**config.mk**
```make
export PLATFORM = sky130hd
export DESIGN_NAME = freq_div_ratio_sched
export DESIGN_NICKNAME = d
export VERILOG_FILES = /design/src/rtl/freq_div_ratio_sched.sv
export SDC_FILE = /design/constraint.sdc
export NUM_CORES = 1
export LEC_CHECK = 0
export ABC_AREA = 1
export ABC_CLOCK_PERIOD_IN_PS = 2210
export CAP_MARGIN = 40
export CORE_MARGIN = 1
export CORE_UTILIZATION = 30
export CTS_CLUSTER_SIZE = 30
export DETAILED_ROUTE_END_ITERATION = 10
export PLACE_DENSITY = 0.6
export SLEW_MARGIN = 20
export SYNTH_ARGS = -nofsm -noshare
export SYNTH_HDL_FRONTEND = slang
export SYNTH_SLANG_ARGS = --single-unit
```
**constraint.sdc**
```tcl
create_clock -name clock -period 2.21 [get_ports clock]
set_input_delay 0.442 -clock clock [delete_from_list [all_inputs] [get_ports clock]]
set_output_delay 0.442 -clock clock [all_outputs]
set_load 0.01 [all_outputs]
```
**src/rtl/freq_div_ratio_sched.sv**
```systemverilog
// Divide-ratio scheduler: steps the divider's datain through a programmed list of
// (ratio, dwell) entries, advancing only on falling edges of the divider MSB.
module freq_div_ratio_sched #(
  parameter int DEPTH   = 4,
  parameter int AW      = 2,
  parameter int DWELL_W = 8
) (
  input  logic               clock,
  input  logic               reset,
  input  logic               cfg_we,
  input  logic [AW-1:0]      cfg_addr,
  input  logic [7:0]         cfg_ratio,
  input  logic [DWELL_W-1:0] cfg_dwell,
  input  logic [AW-1:0]      cfg_last,
  input  logic               cfg_loop,
  input  logic               start,
  input  logic               stop,
  input  logic               div_tick,
  output logic [7:0]         datain,
  output logic [AW-1:0]      entry_idx,
  output logic               busy,
  output logic               done
);

  typedef enum logic [1:0] {
    S_IDLE     = 2'd0,
    S_RUN      = 2'd1,
    S_STOPPING = 2'd2
  } state_t;

  state_t state_reg, state_next;

  logic [7:0]         ratio_tab [DEPTH];
  logic [DWELL_W-1:0] dwell_tab [DEPTH];

  logic               tick_d_reg;
  logic               fall_reg;
  logic [7:0]         datain_reg;
  logic [AW-1:0]      idx_reg;
  logic [AW-1:0]      last_reg;
  logic               loop_reg;
  logic [DWELL_W-1:0] cnt_reg;
  logic [DWELL_W-1:0] lim_reg;
  logic               busy_reg;
  logic               done_reg;

  logic               load_en;
  logic [AW-1:0]      load_addr;
  logic               cnt_inc;
  logic               capture;
  logic               done_next;
  logic [7:0]         load_ratio;
  logic [DWELL_W-1:0] load_dwell;

  always_ff @(posedge clock) begin
    if (reset) begin
      for (int i = 0; i < DEPTH; i++) begin
        ratio_tab[i] <= '0;
        dwell_tab[i] <= '0;
      end
    end else if (cfg_we) begin
      ratio_tab[cfg_addr] <= cfg_ratio;
      dwell_tab[cfg_addr] <= cfg_dwell;
    end
  end

  // The fall is registered so every boundary decision uses only flopped inputs.
  always_ff @(posedge clock) begin
    if (reset) begin
      tick_d_reg <= 1'b0;
      fall_reg   <= 1'b0;
    end else begin
      tick_d_reg <= div_tick;
      fall_reg   <= tick_d_reg & ~div_tick;
    end
  end

  always_comb begin
    state_next = state_reg;
    load_en    = 1'b0;
    load_addr  = '0;
    cnt_inc    = 1'b0;
    capture    = 1'b0;
    done_next  = 1'b0;
    case (state_reg)
      S_IDLE: begin
        if (start && !stop) begin
          state_next = S_RUN;
          capture    = 1'b1;
          load_en    = 1'b1;
          load_addr  = '0;
        end
      end
      S_RUN: begin
        if (fall_reg) begin
          if (cnt_reg == lim_reg) begin
            if (idx_reg < last_reg) begin
              load_en   = 1'b1;
              load_addr = idx_reg + 1'b1;
            end else if (loop_reg) begin
              load_en   = 1'b1;
              load_addr = '0;
            end else begin
              state_next = S_IDLE;
              done_next  = 1'b1;
            end
          end else begin
            cnt_inc = 1'b1;
          end
        end
        // A stop on an advance boundary lets the advance happen first.
        if (stop && state_next == S_RUN) begin
          state_next = S_STOPPING;
        end
      end
      S_STOPPING: begin
        if (fall_reg) begin
          state_next = S_IDLE;
          done_next  = 1'b1;
        end
      end
      default: state_next = S_IDLE;
    endcase
  end

  // Entry values are latched at load time, so later table writes cannot disturb
  // the entry currently being applied.
  assign load_ratio = ratio_tab[load_addr];
  assign load_dwell = dwell_tab[load_addr];

  always_ff @(posedge clock) begin
    if (reset) begin
      state_reg  <= S_IDLE;
      datain_reg <= 8'h01;
      idx_reg    <= '0;
      last_reg   <= '0;
      loop_reg   <= 1'b0;
      cnt_reg    <= '0;
      lim_reg    <= '0;
      busy_reg   <= 1'b0;
      done_reg   <= 1'b0;
    end else begin
      state_reg <= state_next;
      busy_reg  <= (state_next != S_IDLE);
      done_reg  <= done_next;
      if (capture) begin
        last_reg <= cfg_last;
        loop_reg <= cfg_loop;
      end
      if (load_en) begin
        idx_reg    <= load_addr;
        datain_reg <= (load_ratio == 8'h00) ? 8'h01 : load_ratio;
        lim_reg    <= (load_dwell == '0) ? '0 : load_dwell - 1'b1;
        cnt_reg    <= '0;
      end else if (cnt_inc) begin
        cnt_reg <= cnt_reg + 1'b1;
      end
    end
  end

  assign datain    = datain_reg;
  assign entry_idx = idx_reg;
  assign busy      = busy_reg;
  assign done      = done_reg;

endmodule

```
==> results.tsv, run 1 <==
metric	value	unit
Logic pwr share	15.1	%
CP arrival	2.42	ns
detailed-placement wirelength estimate	8395	µm
input/output buffers	38	
CP required	2.45	ns
via density per instance	4.581	
core area	16520	µm²
Psw	1173	µW
pin count of the biggest net entering global routing	33	
First-pass DRT Iterations	7	
Worst Hold Slack	0.4178	ns
status	finished, violations left	
num rows	47	
overall power	4414	µW
clock-pin transition on the worst setup and hold timing paths	0.07	ns
Mapped Avg Cell Area	8.643	µm²
Final GP Congestion	0.7835	
Layout Skew	0.01306	ns
CP max stage cell	dfxtp_2	
Bufs on Longest Clock Path	2	
vias in the first global route	3957	
Power Density	671.0	nW/µm²
Max-Slew Margin vs Limit	75.84	%
worst vdd ir	0.3909	mV
internal power	3241	µW
final hold vios	0	
CTS buffer count	9	
post-synthesis cell type count	41	
IO Pins	39	
DRT Wirelength	12370	µm
Worst setup SP type	flop	
Hold Crit Class	flop to flop	
area delta synth->final	29.67	%
initial DRC count	290	
Final min period	2.182	ns
Final period util	98.75	%
fraction of layout cells with a size suffix above 1	23.19	%
Worst-Skew Late Latency	0.36	ns
most frequent CP cell	nand2_1	
ant diodes	0	
gr ovfl total	0	
Via Count	4109	
Sink Count	99	
Synth Instances	587	
number of synthesized register bits	99	
clock tree from TritonCTS	built	
antenna-violating nets left	0	
hold_buf cts	0	
setup TNS	0	ns
P_leak	0.002698	µW
Fmax	458.2	MHz
DRC violation count after routing	2	
Max FO, Critical Path	8	
WL per Instance	13.79	µm
first-pass GRT wire length	20420	µm
Final Non-Filler Cells	897	
Crit Path Category	flop to flop	
gr usage total	14.99	%
Reg power frac	48.3	%
nets@finish	708	
Die W	132.0	µm
sw frac	26.58	%
Synth Net Count	622	
Synthesis Warnings	0	
crit-path cells	ha_4 -> nand2_4 -> nand3_4 -> nor2_4 -> nand3_4 -> nand2_1 -> nand3_2 -> nand2_4 -> ha_4 -> inv_2 -> nor2_2 -> nand2_1 -> nor2_2 -> nor2_4 -> nand2_1 -> o21ai_2	
Initial Utilization	30.70	%
max cap viols	0	
sequential area share after synthesis	51.69	%
RSZ-0062 raised after global routing	yes	
final setup vio count	0	
biggest regs	dwell_tab: 32 flops, ratio_tab: 32 flops	
Max Slew Vio Count	0	
antenna violations before repair	0	
Clk pwr share	36.6	%
synthesized area	5074	µm²
endpoint class of the critical path	flop	
Worst-Margin Slew	0.3624	ns
crit-path max cell delay	0.34	ns
Die Y	132.0	µm
CTS H-tree lvls	3	
Die ar.	17440	µm²
Clock Tree Root	clkbuf_16	
failing checks	design-rule violations	
Inst Count DP	871	
Layout Utilization	39.81	%
==> worst paths after layout <==
check / from / end / slack, ns / cells past startpoint
max reg2reg: entry_idx[1] / lim_reg[3] / 0.03 / 16
min: tick_d_reg / fall_reg / 0.42 / 2
max: entry_idx[1] / lim_reg[3] / 0.03 / 16
min reg2reg: tick_d_reg / fall_reg / 0.42 / 2
==> routing by layer <==
| metal | global-route usage [%] | routed length, µm |
|---|---|---|
| met5 | 0 | 0 |
| met4 | 4.134 | 155 |
| met3 | 3.729 | 620 |
| met2 | 23.78 | 5719 |
| met1 | 20.23 | 5873 |
==> final cells by class <==
type / instances / area, µm²
multi-input cells: 395 / 2192
clock inverters: 6 / 71.32
flip-flops and latches: 99 / 2636
clock buffers: 9 / 225.2
well taps: 220 / 275.3
fillers: 1638 / 9946
inverters: 70 / 270.3
repair buffers: 98 / 908.4
==> placed cells by master, fill, tap and decap left out, types with 5 or more instances in the layout <==
cell             instances
buf_4                   51
clkdlybuf4s50_1         38
nor2_4                   5
nand3_1                 81
nor2_2                   7
nor3_1                  19
buf_12                   5
clkbuf_16                9
inv_2                   10
nand2_2                 12
a21oi_1                 13
nand2_4                  9
nor2_1                  60
edfxtp_1                64
o21ai_0                 16
dfxtp_1                 24
nand3_2                 12
inv_1                   56
nand2_1                121
dfxtp_2                 11
o21ai_1                  5
==> metrics by stage <==
step	setup slack [ns]	cell area, µm²
after CTS	-0.009499	6430
after detailed placement	-0.1111	5983
after floorplan	-0.001336	5077
final	0.02772	6579
after global routing	-0.1282	6579
after global placement	-0.007927	5983
==> critical path: cells and delay by family (launching register included) <==
family / cells / cell delay (ns)
compound gates: 1 / 0.05
fa+ha+maj: 2 / 0.37
buf+inv: 1 / 0.04
flops: 1 / 0.34
simple gates: 12 / 1.26
==> kinds of logic (layout without fill, tap and decap cells) <==
logic type                 after synthesis  after routing  share of synthesized area, %
adders and majority gates                8              8                         1.973
xor gates and xnor gates                 5              5                         1.011
DFF                                     99             99                         51.69
AOI/OAI and AO/OA                       43             43                         4.760
buffers and inverters                   94            183                         8.779
and+or+nand+nor                        338            339                         31.79
==> timing repair <==
action	in CTS	in global routing
gates resized for setup	21	38
setup buffers	8	4
endpoints found under the setup margin	9	15
gates cloned	1	0
pin swaps	15	25
==> synthesized netlist by cell type (all sizes together) <==
| cell | number | share of area [%] |
|---|---|---|
| nor3 | 19 | 1.9 |
| nand4 | 1 | 0.12 |
| nand2 | 142 | 11 |
| inv | 67 | 5.0 |
| o311a | 1 | 0.20 |
| and2 | 1 | 0.12 |
| a21oi | 13 | 1.3 |
| buf | 19 | 3.2 |
| edfxtp | 64 | 38 |
| o22ai | 2 | 0.25 |
| clkinv | 3 | 0.22 |
| o2111ai | 1 | 0.17 |
| clkbuf | 5 | 0.37 |
| nor3b | 2 | 0.30 |
| o21bai | 1 | 0.15 |
| xor2 | 5 | 1.0 |
| o31ai | 2 | 0.30 |
| nor2 | 74 | 7.2 |
| nand3b | 2 | 0.30 |
| nand3 | 97 | 10 |
| o311ai | 1 | 0.17 |
| o21ai | 22 | 2.2 |
| dfxtp | 35 | 14 |
| ha | 8 | 2.0 |
==> power groups by stage <==
stage	combinational, µW	clock [µW]	sequential (µW)
floorplan	374	0	2160
detailed placement	600	0	2170
global placement	600	0	2170
finish	667	1610	2130
CTS	645	1630	2130
global route	731	1700	2140
No activity file was read; power rests on OpenSTA's default activity.
==> inputs of run 2 (changes only) <==
- REMOVE_ABC_BUFFERS: not set -> 1
==> run 2 against run 1 <==
The flow now finishes without violations. Clock skew down 0.0064 ns. Worst setup slack lost 0.026 ns. Utilization rose by 1.4 points. Sequential share of layout area decreased by 1.3 points. Die area is the same. Register-to-register slack worse by 0.03 ns. Power rose by 2.9%. Highest routed layer unchanged.
==> results.tsv, run 2 (synthesis gave the netlist of run 1 again) <==
metric	value	unit	change
max cap viols	0		unchanged
CTS buffer count	9		unchanged
Worst-Skew Late Latency	0.36	ns	about the same
status	completed		
nets@finish	710		+0.28%
crit-path cells	inv_2 -> ha_4 -> nand2_4 -> nand3_4 -> nor2_4 -> buf_6 -> nand3_4 -> buf_6 -> nand2_2 -> nand3_2 -> nand2_4 -> nand2_4 -> nor2_4 -> nand2_1 -> nand2_1 -> nand2_1 -> nand2_1 -> nand2_1		
final hold vios	0		unchanged
Min-Delay Path Depth	2		unchanged
First-pass DRT Iterations	5		-2
pin count of the biggest net entering global routing	33		unchanged
Crit path max-delay family	simple AND/OR/NAND/NOR gates		
Reg2Reg Depth	18		+2
hold_buf cts	0		unchanged
Bufs on Longest Clock Path	2		unchanged
Die ar.	17440	µm²	unchanged
most common library cell in the layout ignoring fill and taps	nand2_1		
launch point of the worst reg-to-reg path	last_reg[1]		
fraction of layout cells with a size suffix above 1	26.76	%	+3.6 points
Final period util	99.94	%	+1.2 points
DRT Wirelength	12780	µm	+3.3%
final instance area	6804	µm²	+3.4%
DRC violation count after routing	0		-2
Worst-Margin Slew	0.3967	ns	+0.03427 ns
biggest regs	dwell_tab: 32 flops, ratio_tab: 32 flops		
Die Y	132.0	µm	unchanged
Max FO, Critical Path	6		-2
ant diodes	0		unchanged
area delta synth->final	34.11	%	
Crit Path Category	flop to flop		
Sink Count	99		unchanged
IO Pins	39		unchanged
Final min period	2.209	ns	+0.02634 ns
hold path endpoint	fall_reg		
Via Count	4179		+1.7%
input/output buffers	38		unchanged
Power Density	667.4	nW/µm²	-0.53%
Die W	132.0	µm	unchanged
CTS H-tree lvls	3		unchanged
initial DRC count	264		-9.0%
Initial Utilization	30.70	%	unchanged
reg2reg end	lim_reg[6]		
P_leak	0.002772	µW	+2.7%
area post-placement	5914	µm²	-1.2%
r2r setup slk	0.001	ns	-0.03 ns
CP required	2.46	ns	about the same
Fmax	452.8	MHz	-1.2%
crit path buf inv count	3		+2
RSZ-0062 raised after global routing	yes		
WL per Instance	14.20	µm	+3.0%
most frequent CP cell	nand2_1		
worst vdd ir	0.5771	mV	+48%
CP arrival	2.46	ns	+0.04 ns
endpoint class of the critical path	flop		
Final GP Congestion	0.8292		+5.8%
Layout Skew	0.006708	ns	-0.006354 ns
Clock Tree Root	clkbuf_16		
CP max stage cell	dfxtp_2		
vias in the first global route	4145		+4.8%
num rows	47		unchanged
first-pass GRT wire length	20900	µm	+2.4%
crit-path max cell delay	0.32	ns	-0.02 ns
final setup vio count	0		unchanged
clock-pin transition on the worst setup and hold timing paths	0.07	ns	about the same
via density per instance	4.643		+1.4%
Hold Crit Start	tick_d_reg		
antenna-violating nets left	0		unchanged
gr ovfl total	0		unchanged
detailed-placement wirelength estimate	8112	µm	-3.4%
antenna violations before repair	0		unchanged
clock tree from TritonCTS	built		
Max Slew Vio Count	0		unchanged
setup TNS	0	ns	unchanged
Worst Hold Slack	0.4274	ns	+0.009650 ns
Worst setup SP type	flop		
Levels on crit path	18		+2
Max-Slew Margin vs Limit	73.55	%	-2.3 points
most frequent cells in the layout	nand2_1 (109), nand3_1 (73), edfxtp_1 (64)		
gr usage total	15.29	%	+0.31 points
Hold Crit Class	flop to flop		
core area	16520	µm²	unchanged
run 2: layer usage:
| metal | global-route usage (%) | part of all wire, % | routed length (µm) |
|---|---|---|---|
| met2 | 24.72 | 48 | 6074 |
| met5 | 0 | 0 | 0 |
| met3 | 3.691 | 4.7 | 598 |
| met1 | 19.85 | 46 | 5855 |
| met4 | 5.556 | 2.0 | 252 |
run 2: cell type report:
type | instances | area, µm²
Inverter | 70 | 272.8
Clock inverter | 7 | 91.34
Clock buffer | 9 | 225.2
Tap cell | 220 | 275.3
Sequential cell | 99 | 2640
Timing Repair Buffer | 99 | 987.2
Fill cell | 1588 | 9721
Multi-Input combinational cell | 396 | 2312
run 2: tightest hold or removal path: stages, from the launching register on:
cell and delay [ns]:
dfxtp_1 0.30, nand2_1 0.05, nor2_1 0.04
run 2: power by group:
group	internal (µW)	total, µW	leakage (µW)	switching (µW)
Combinational	298	723	0.00170	425
Clock	914	1680	0.000154	770
Sequential	2090	2130	0.000916	46.6
run 2: what timing repair did:
item / CTS / global route
cloned: 3 / 0
resized for setup: 20 / 77
pin swaps: 22 / 36
setup buffers: 8 / 14
endpoints found under the setup margin: 8 / 19
run 2: how the worst max path moves through the flow:
stage | start | end | slack, ns
4_1_cts | last_reg[1] | lim_reg[3] | -0.05
6_report | last_reg[1] | lim_reg[6] | 0.001
2_1_floorplan | entry_idx[1] | lim_reg[3] | -0.62
3_5_place_dp | last_reg[1] | lim_reg[7] | -0.08
3_3_place_gp | last_reg[1] | lim_reg[3] | -0.06
5_1_grt | last_reg[1] | lim_reg[6] | -0.17
run 2: per-stage QoR:
step,util [%],worst slack (ns),instances,power [µW]
after global routing,41.18,-0.1720,900,4728
final,41.18,0.001379,900,4541
after floorplan,-,-0.6216,563,2493
after global placement,35.79,-0.05530,859,2740
after detailed placement,35.79,-0.07969,859,2745
after CTS,38.78,-0.05373,886,4465
